===== src/rtl/alu_share_arbiter.sv =====
`default_nettype none
// ============================================================================
// Module      : alu_share_arbiter
// Description : Shares one combinational ALU between two requesters.
//               Port 0 is typically the execute stage and port 1 the
//               address/branch-compare path. One operation is accepted at a
//               time through a valid/ready handshake with round-robin
//               arbitration. The operands are registered and drive the ALU.
//               The result is captured and returned on the owner's response
//               channel, where it is held under backpressure.
// Revision    : 1.0 - initial release
// ----------------------------------------------------------------------------
// Parameters
//   DATA_WIDTH : operand / result width
//   OP_WIDTH   : operation code width
//   NUM_OPS    : number of legal op codes (codes 0..NUM_OPS-1)
//                ADD=0 SUB=1 XOR=2 OR=3 AND=4 SLL=5 SRL=6 SRA=7 SLT=8 SLTU=9
//
// Ports
//   clk, rst                  : clock (rising edge), synchronous active-high
//                               reset
//   reqN_valid / reqN_ready   : request handshake, N = 0,1
//   reqN_in_1, reqN_in_2      : request operands
//   reqN_op                   : request operation code
//   alu_in_1, alu_in_2, alu_op: registered operands and op driven to the ALU
//   alu_out                   : ALU result (combinational from alu_in_*/op)
//   respN_valid / respN_ready : response handshake, N = 0,1
//   respN_data                : response data (0 when channel not valid)
//   respN_err                 : only with ALU_SHARE_ARBITER_ERR_EN; flags
//                               an illegal op code, qualified by respN_valid
//
// Build option
//   ALU_SHARE_ARBITER_ERR_EN : adds the resp0_err / resp1_err outputs.
//                              Without it an illegal op silently returns 0.
// ============================================================================
module alu_share_arbiter #(
    parameter int DATA_WIDTH = 32,
    parameter int OP_WIDTH   = 4,
    parameter int NUM_OPS    = 10
) (
    input  logic                  clk,
    input  logic                  rst,

    // requester 0
    input  logic                  req0_valid,
    output logic                  req0_ready,
    input  logic [DATA_WIDTH-1:0] req0_in_1,
    input  logic [DATA_WIDTH-1:0] req0_in_2,
    input  logic [OP_WIDTH-1:0]   req0_op,

    // requester 1
    input  logic                  req1_valid,
    output logic                  req1_ready,
    input  logic [DATA_WIDTH-1:0] req1_in_1,
    input  logic [DATA_WIDTH-1:0] req1_in_2,
    input  logic [OP_WIDTH-1:0]   req1_op,

    // shared ALU
    output logic [DATA_WIDTH-1:0] alu_in_1,
    output logic [DATA_WIDTH-1:0] alu_in_2,
    output logic [OP_WIDTH-1:0]   alu_op,
    input  logic [DATA_WIDTH-1:0] alu_out,

`ifdef ALU_SHARE_ARBITER_ERR_EN
    output logic                  resp0_err,
    output logic                  resp1_err,
`endif

    // response 0
    output logic                  resp0_valid,
    input  logic                  resp0_ready,
    output logic [DATA_WIDTH-1:0] resp0_data,

    // response 1
    output logic                  resp1_valid,
    input  logic                  resp1_ready,
    output logic [DATA_WIDTH-1:0] resp1_data
);

    // ------------------------------------------------------------------------
    // State encoding
    // ------------------------------------------------------------------------
    localparam logic [1:0] c_st_idle = 2'd0;  // waiting for a request
    localparam logic [1:0] c_st_exec = 2'd1;  // ALU evaluating latched ops
    localparam logic [1:0] c_st_resp = 2'd2;  // result held for the owner

    // Op codes at or above this value are illegal. One extra bit lets
    // NUM_OPS equal 2**OP_WIDTH without overflowing the compare.
    localparam logic [OP_WIDTH:0] c_num_ops = (OP_WIDTH+1)'(NUM_OPS);

    // ------------------------------------------------------------------------
    // Registers
    // ------------------------------------------------------------------------
    logic [1:0]            r_state;
    logic                  r_last_grant;  // owner of the last completed op
    logic                  r_owner;       // port that owns the in-flight op
    logic                  r_invalid;     // latched op code was illegal
    logic [DATA_WIDTH-1:0] r_in_1;
    logic [DATA_WIDTH-1:0] r_in_2;
    logic [OP_WIDTH-1:0]   r_op;
    logic [DATA_WIDTH-1:0] r_result;

    // ------------------------------------------------------------------------
    // Combinational signals
    // ------------------------------------------------------------------------
    logic [1:0]            w_state_next;
    logic                  w_is_idle;
    logic                  w_is_exec;
    logic                  w_is_resp;
    logic                  w_grant0;
    logic                  w_grant1;
    logic                  w_accept;
    logic [DATA_WIDTH-1:0] w_sel_in_1;
    logic [DATA_WIDTH-1:0] w_sel_in_2;
    logic [OP_WIDTH-1:0]   w_sel_op;
    logic                  w_sel_invalid;
    logic                  w_owner_ready;
    logic                  w_resp_fire;

    assign w_is_idle = (r_state == c_st_idle);
    assign w_is_exec = (r_state == c_st_exec);
    assign w_is_resp = (r_state == c_st_resp);

    // ------------------------------------------------------------------------
    // Round-robin grant
    // Port 0 wins a contention unless it owned the previous operation; a
    // lone requester always wins. Grants are masked while rst is high so
    // the ready outputs read 0 during reset even if valid is asserted.
    // ------------------------------------------------------------------------
    always_comb begin
        w_grant0 = 1'b0;
        w_grant1 = 1'b0;
        if (w_is_idle && !rst) begin
            w_grant0 = req0_valid & (~req1_valid | r_last_grant);
            w_grant1 = req1_valid & ~w_grant0;
        end
    end

    assign w_accept = w_grant0 | w_grant1;

    // Operand mux for the granted port; only consulted when w_accept is set.
    always_comb begin
        w_sel_in_1 = req0_in_1;
        w_sel_in_2 = req0_in_2;
        w_sel_op   = req0_op;
        if (w_grant1) begin
            w_sel_in_1 = req1_in_1;
            w_sel_in_2 = req1_in_2;
            w_sel_op   = req1_op;
        end
    end

    assign w_sel_invalid = ({1'b0, w_sel_op} >= c_num_ops);

    // Response handshake on the owner's channel only; a ready on the other
    // channel has no effect.
    assign w_owner_ready = r_owner ? resp1_ready : resp0_ready;
    assign w_resp_fire   = w_is_resp & w_owner_ready;

    // ------------------------------------------------------------------------
    // Next-state logic
    // ------------------------------------------------------------------------
    always_comb begin
        w_state_next = r_state;
        case (r_state)
            c_st_idle: begin
                if (w_accept) begin
                    w_state_next = c_st_exec;
                end
            end
            c_st_exec: begin
                w_state_next = c_st_resp;
            end
            c_st_resp: begin
                if (w_resp_fire) begin
                    w_state_next = c_st_idle;
                end
            end
            default: begin
                w_state_next = c_st_idle;
            end
        endcase
    end

    // ------------------------------------------------------------------------
    // State register
    // ------------------------------------------------------------------------
    always_ff @(posedge clk) begin
        if (rst) begin
            r_state <= c_st_idle;
        end else begin
            r_state <= w_state_next;
        end
    end

    // ------------------------------------------------------------------------
    // Datapath registers
    // The operands are captured only on acceptance. Request inputs that
    // change later cannot disturb the in-flight operation.
    // ------------------------------------------------------------------------
    always_ff @(posedge clk) begin
        if (rst) begin
            r_last_grant <= 1'b1;
            r_owner      <= 1'b0;
            r_invalid    <= 1'b0;
            r_in_1       <= '0;
            r_in_2       <= '0;
            r_op         <= '0;
            r_result     <= '0;
        end else begin
            if (w_accept) begin
                r_owner   <= w_grant1;
                r_invalid <= w_sel_invalid;
                r_in_1    <= w_sel_in_1;
                r_in_2    <= w_sel_in_2;
                r_op      <= w_sel_op;
            end

            // The ALU sees the registered operands during EXEC; an illegal
            // op produces 0 regardless of what the ALU computes for it.
            if (w_is_exec) begin
                r_result <= r_invalid ? '0 : alu_out;
            end

            if (w_resp_fire) begin
                r_last_grant <= r_owner;
            end
        end
    end

    // ------------------------------------------------------------------------
    // Outputs
    // ------------------------------------------------------------------------
    assign req0_ready = w_grant0;
    assign req1_ready = w_grant1;

    assign alu_in_1 = r_in_1;
    assign alu_in_2 = r_in_2;
    assign alu_op   = r_op;

    assign resp0_valid = w_is_resp & ~r_owner;
    assign resp1_valid = w_is_resp &  r_owner;

    // Data is forced to zero on the channel that is not presenting a result.
    assign resp0_data = resp0_valid ? r_result : '0;
    assign resp1_data = resp1_valid ? r_result : '0;

`ifdef ALU_SHARE_ARBITER_ERR_EN
    assign resp0_err = resp0_valid & r_invalid;
    assign resp1_err = resp1_valid & r_invalid;
`endif

endmodule

`default_nettype wire

===== config.mk =====
export PLATFORM = sky130hd
export DESIGN_NAME = alu_share_arbiter
export DESIGN_NICKNAME = d
export VERILOG_FILES = /design/src/rtl/alu_share_arbiter.sv
export SDC_FILE = /design/constraint.sdc
export NUM_CORES = 1
export LEC_CHECK = 0
export ABC_AREA = 1
export CORE_ASPECT_RATIO = 1.5
export CORE_MARGIN = 4
export CORE_UTILIZATION = 36
export DETAILED_ROUTE_END_ITERATION = 6
export PLACE_DENSITY = 0.81
export SKIP_LAST_GASP = 1
export SLEW_MARGIN = 20
export SYNTH_ARGS = -nofsm -noshare
export SYNTH_HDL_FRONTEND = slang
export SYNTH_SLANG_ARGS = --single-unit

===== constraint.sdc =====
create_clock -name clk -period 1.38 [get_ports clk]
set_input_delay 0.276 -clock clk [delete_from_list [all_inputs] [get_ports clk]]
set_output_delay 0.276 -clock clk [all_outputs]
set_load 0.01 [all_outputs]

==> flow_summary.yaml, run 1 <==
cts:
  ctsHtreeMaxLevel: 3
  clock_sinks: 105
  clock-root-buffer: "clkbuf_16"
  cts_buffer_depth: 2
  worstSkewPairLatency_ps: 340
  cts_tree: "built"
  cts.clk_slew.worst_paths_ps: 70
  hold_buffers: 0
  numCtsBuffers: 9
layout:
  drive_gt1_share_pct: 30.7
  syn_to_final_growth_pct: 114
  diodes: 0
  final_common_cell: "clkdlybuf4s50_1"
  final_cell_mix: "clkdlybuf4s50_1, nand2_1, dfxtp_1"
  finalNetCount: 1194
grt:
  grt_max_degree: 40
  overflow: 0
  antenna_found_initial: 0
  grt_pass1_vias: 6180
  grt_pass1_wl_microns: 33400
  track_usage_pct: 29.1
power_and_ir_drop:
  leakagePower_nw: 4.36
  intPower_mw: 6.58
  p_comb_share_pct: 34.9
  p_total_mw: 9.41
  switchingPower_mw: 2.84
  peakVddDrop_mv: 0.612
  p_sw_share_pct: 30.1
  power_density_mw_per_mm2: 941
  pwr-share-clk_pct: 27.5
  seqPwrFrac_pct: 37.6
worst_setup_path:
  cp_num_buf_inv: 5
  crit_chain: "inv_2 > nor2_4 > inv_4 > nor2_4 > inv_6 > buf_16 > nor2_2 > buf_2"
  path_delay_family: "buffers and inverters"
  path_common_cell: "nor2_4"
  critical_path_class: "reg2out"
  start_kind: "register"
  worstPathRequired_ps: 1100
  path_max_fanout: 8
  critPathSlowestCell: "dfxtp_2"
  endpoint_kind: "primary output"
  worst_ep_arrival_time_ps: 1530
  cp_slowest_stage_delay_ps: 340
floorplan:
  start_util_pct: 37.1
  coreArea_sq_mm: 0.0126
  die_area_sq_mm: 0.0149
  ios: 310
  die_w_microns: 101
  rows: 50
  die_h_microns: 147
placement:
  globalplace.congestion: 0.849
  dp_slack_ps: -628
  hpwl_microns: 13000
  io_buffers: 309
status:
  violations: "negative setup slack"
  status: "complete, but fails checks"
sta:
  slew-limit-headroom_pct: 78.3
  period_needed_ps: 1810
  clock.fmax_ghz: 0.552
  tns_ps: -49150
  worstMarginPinSlew_ps: 325
  worst_slack_ps: -431
  setup_viol_count_final: 139
  fin_crit_sh_pct: 131
  rsz0062_at_grt: "true"
  fin_skew_ps: 7.34
  slew_viol_final: 0
  finalHoldViolCount: 0
run:
  drv_cap: 0
synth:
  syn_avg_cell_area_sq_um: 7.30
  synth_top_area_share_pct: 45.1
  synth_seq_cells: 105
  syn_nets: 813
  yosys.area.top_type: "dfxtp_1"
  ys_types: 23
  ys_warn_count: 0
  seq_area_frac_synth_pct: 45.1
  netlist_area_sq_mm: 0.00467
  ys_top_cells_by_area: "dfxtp_1, nand2_1, a31oi_1"
  synthCells: 639
route:
  via_per_inst: 5.18
  drt_iter0_drc: 248
  drc: 0
  drtPass1Iterations: 5
  wl_microns: 23200
  vias: 6115
  wl_per_cell_microns: 19.6
  drtAntennaViolNets: 0
worst_hold_path:
  hold_class: "in2reg"
-- flip-flops by register name, summed over array words and instances (netlist names) --
| name | count |
|---|---|
| alu_op | 4 |
| r_result | 32 |
| alu_in_2 | 32 |
| r_owner | 1 |
| r_invalid | 1 |
| r_state | 2 |
| r_last_grant | 1 |
| alu_in_1 | 32 |
-- metrics by stage --
step           hold slack, ps  area, sq um  util, %  std cells
2_1_floorplan             435         4880        -        639
3_3_place_gp              451         8270     65.8       1088
3_5_place_dp              474         8270     65.8       1088
4_1_cts                   480         9770     77.7       1172
5_1_grt                   495        10000     79.6       1181
6_report                  488        10000     79.6       1181
-- final cells by class --
type / instances / area [sq um]
Timing Repair Buffer: 423 / 4630
Fill cell: 834 / 2570
Clock inverter: 4 / 53.8
Clock buffer: 12 / 236
Inverter: 52 / 220
Multi-Input combinational cell: 429 / 2560
Sequential cell: 105 / 2100
Tap cell: 156 / 195
-- metal layers --
metal | track usage (%) | share of wire, % | vias up
met3 | 7.84 | 8.5 | 74
met1 | 29.9 | 34 | 2790
met2 | 52.1 | 52 | 318
met5 | 0 | 0 | -
met4 | 16.3 | 5.3 | 0
li1 | - | - | 2933
-- Yosys cell counts (all sizes together) --
master,count
dfxtp,105
a31oi,65
a211oi,32
nand3,3
clkbuf,23
inv,52
buf,32
o221ai,1
a21oi,40
a21boi,1
o21ai,67
nand3b,1
nand2,146
nor2,71
-- worst min-delay path, cell delays in order --
cell and delay [ps]:
clkdlybuf4s50_1 390, nand2_1 60, a31oi_1 70
-- worst paths after layout --
check / depth (start not counted) / slack [ps] / to / from
hold / removal: 3 / 490 / alu_in_2[26] / req1_in_2[26]
setup / recovery: 8 / -430 / resp0_data[8] / r_state[1]
setup reg to reg: 13 / -420 / alu_in_1[13] / r_state[1]
hold reg to reg: 2 / 500 / alu_op[3] / alu_op[3]
-- logic make-up after synthesis --
| kind of cell | count (synthesis) | share of synthesized area (%) |
|---|---|---|
| and+or+nand+nor | 221 | 18.7 |
| AOI/OAI and AO/OA | 206 | 25.8 |
| buffers and inverters | 107 | 10.5 |
| DFF | 105 | 45.1 |
-- what timing repair did --
action / 4_1_cts / 5_1_grt
buffers inserted: 38 / 14
cloned: 30 / 2
setup endpoints to repair: 208 / 172
gates resized for setup: 475 / 59
pin swaps: 13 / 22
-- power groups by stage --
stage          logic (mW)  registers [mW]  clock network, mW
2_1_floorplan       0.965            3.68                  0
3_3_place_gp         2.38            3.58                  0
3_5_place_dp         2.40            3.59                  0
4_1_cts              3.09            3.53               2.60
5_1_grt              3.48            3.58               2.73
6_report             3.28            3.54               2.59
Power figures use the tool's default switching activity.
==> inputs of run 2 (changes only) <==
--- a/config.mk
+++ b/config.mk
@@ -6,11 +6,10 @@
 export NUM_CORES = 1
 export LEC_CHECK = 0
 export ABC_AREA = 1
-export CORE_ASPECT_RATIO = 1.5
-export CORE_MARGIN = 4
-export CORE_UTILIZATION = 36
+export CORE_AREA = 2 2 121 123
 export DETAILED_ROUTE_END_ITERATION = 6
-export PLACE_DENSITY = 0.81
+export DIE_AREA = 0 0 123 125
+export PLACE_DENSITY = 0.75
 export SKIP_LAST_GASP = 1
 export SLEW_MARGIN = 20
 export SYNTH_ARGS = -nofsm -noshare
==> flow_summary.yaml, run 2 (synthesized netlist as in run 1, its figures left out) <==
status:
  violations: "negative setup slack"
  status: "complete, but fails checks"
worst_setup_path:
  ff2ff_path_depth: 13
  path_delay_family: "buffers and inverters"
  cp_num_buf_inv: 8
  worstPathRequired_ps: 1650
  critical_path_class: "reg2reg"
  critPathSlowestCell: "dfxtp_2"
  path_max_fanout: 4
  crit_start: "r_state[1]"
  worst-path-stages: 13
  crit_chain: "inv_2 > buf_4 > buf_6 > nand2_4 > nor2_8 > nand2_4 > inv_4 > buf_12 > buf_12 > buf_4 > buf_16 > nand2_1 > a31oi_1"
  r2r_setup_slack_ps: -450
  r2r-start: "r_state[1]"
  cp_slowest_stage_delay_ps: 330
  worst_ep_arrival_time_ps: 2100
  start_kind: "register"
  endpoint_kind: "register"
route:
  wl_per_cell_microns: 19.3
  wl_microns: 23100
  drtAntennaViolNets: 0
  vias: 6207
  via_per_inst: 5.18
  drt_iter0_drc: 335
  drtPass1Iterations: 4
  drc: 0
layout:
  final_cell_mix: "clkdlybuf4s50_1, nand2_1, dfxtp_1"
  drive_gt1_share_pct: 35.8
  fillCellCount: 1084
  final_common_cell: "clkdlybuf4s50_1"
  syn_to_final_growth_pct: 118
  finalNetCount: 1184
  diodes: 0
  final_cells: 1199
  final_util_pct: 71.5
power_and_ir_drop:
  switchingPower_mw: 3.02
  p_total_mw: 9.74
  leakagePower_nw: 4.38
  seqPwrFrac_pct: 36.5
  p_comb_share_pct: 33.8
  p_sw_share_pct: 31.0
  intPower_mw: 6.73
  power_density_mw_per_mm2: 960
  peakVddDrop_mv: 0.636
  pwr-share-clk_pct: 29.6
run:
  drv_cap: 0
grt:
  track_usage_pct: 26.9
  grt_pass1_vias: 5852
  grt_max_degree: 65
  overflow: 0
  antenna_found_initial: 0
  grt_pass1_wl_microns: 32000
placement:
  io_buffers: 309
  globalplace.congestion: 0.862
  hpwl_microns: 12300
  dp.cells: 1119
cts:
  cts_tree: "built"
  cts_buffer_depth: 2
  ctsHtreeMaxLevel: 3
  clock_sinks: 105
  clock-root-buffer: "clkbuf_16"
  numCtsBuffers: 9
  worstSkewPairLatency_ps: 360
  cts.clk_slew.worst_paths_ps: 80
floorplan:
  ios: 310
  die_w_microns: 123
  die_h_microns: 125
  die_area_sq_mm: 0.0154
  coreArea_sq_mm: 0.0142
  rows: 44
  start_util_pct: 32.8
sta:
  period_needed_ps: 1830
  slew_viol_final: 0
  tns_ps: -44790
  setup_viol_count_final: 138
  worst_slack_ps: -455
  slew-limit-headroom_pct: 82.3
  clock.fmax_ghz: 0.545
  rsz0062_at_grt: "true"
  worstMarginPinSlew_ps: 265
  finalHoldViolCount: 0
  fin_skew_ps: 6.08
  fin_crit_sh_pct: 133
worst_hold_path:
  holdCritStartpoint: "r_invalid"
  holdPathStages: 2
  hold_class: "reg2reg"
run 2: cell count changes in the layout (fill, tap and decap cells not counted), sizes merged:
cell / previous run / this run
buf: 177 / 167
bufinv: 1 / 2
nand2: 148 / 149
inv: 52 / 54
bufbuf: 3 / 0
dlymetal6s2s: 1 / 0
clkdlybuf4s50: 172 / 173
clkbuf: 14 / 13
run 2: worst reg2reg max path, stage by stage (launching register included):
cell     delay [ps]
dfxtp_2         330
inv_2            70
buf_4           110
buf_6            90
nand2_4          50
nor2_8          120
nand2_4         100
inv_4            80
buf_12          120
buf_12          120
buf_4           130
buf_16          110
nand2_1          80
a31oi_1         240
run 2: stage by stage:
stage,cell area (sq um),setup WS [ps],hold WS [ps]
after floorplan,4880,-23.8,435
after global placement,8300,-554,451
after detailed placement,8300,-572,458
after CTS,9740,-459,468
after global routing,10200,-470,492
final,10200,-455,472
run 2: worst paths after layout:
kind	endpoint
worst min register to register	r_invalid
worst min-delay path	r_invalid
worst max register to register	alu_in_2[19]
worst max-delay path	alu_in_2[19]
run 2: area by class of cell:
cell class	count	area (sq um)	share of cell area (%)
repair buffers	412	4410	43.4
multi-input cells	430	2870	28.3
flip-flops and latches	105	2100	20.7
well taps	184	230	2.27
clock buffers	9	225	2.22
inverters	52	210	2.07
clock inverters	7	101	0.998
run 2: per-layer routing:
layer	GRT usage, %	routed length (microns)
met5	0	0
met4	11.8	981
met3	6.61	2000
met2	46.5	11700
met1	31.2	8470
run 2: repair_timing:
action                     4_1_cts  5_1_grt
buffers inserted                28       12
hold buffers                     0        0
pin swaps                       38       33
resized for setup              433      162
cloned                          31        4
setup endpoints to repair      206      172
run 2: power by group through the flow:
stage	Clock [mW]	Sequential (mW)	Combinational, mW
global placement	0	3.57	2.37
detailed placement	0	3.58	2.39
global route	3.04	3.60	3.48
finish	2.89	3.56	3.30
CTS	2.91	3.51	2.97
floorplan	0	3.68	0.965
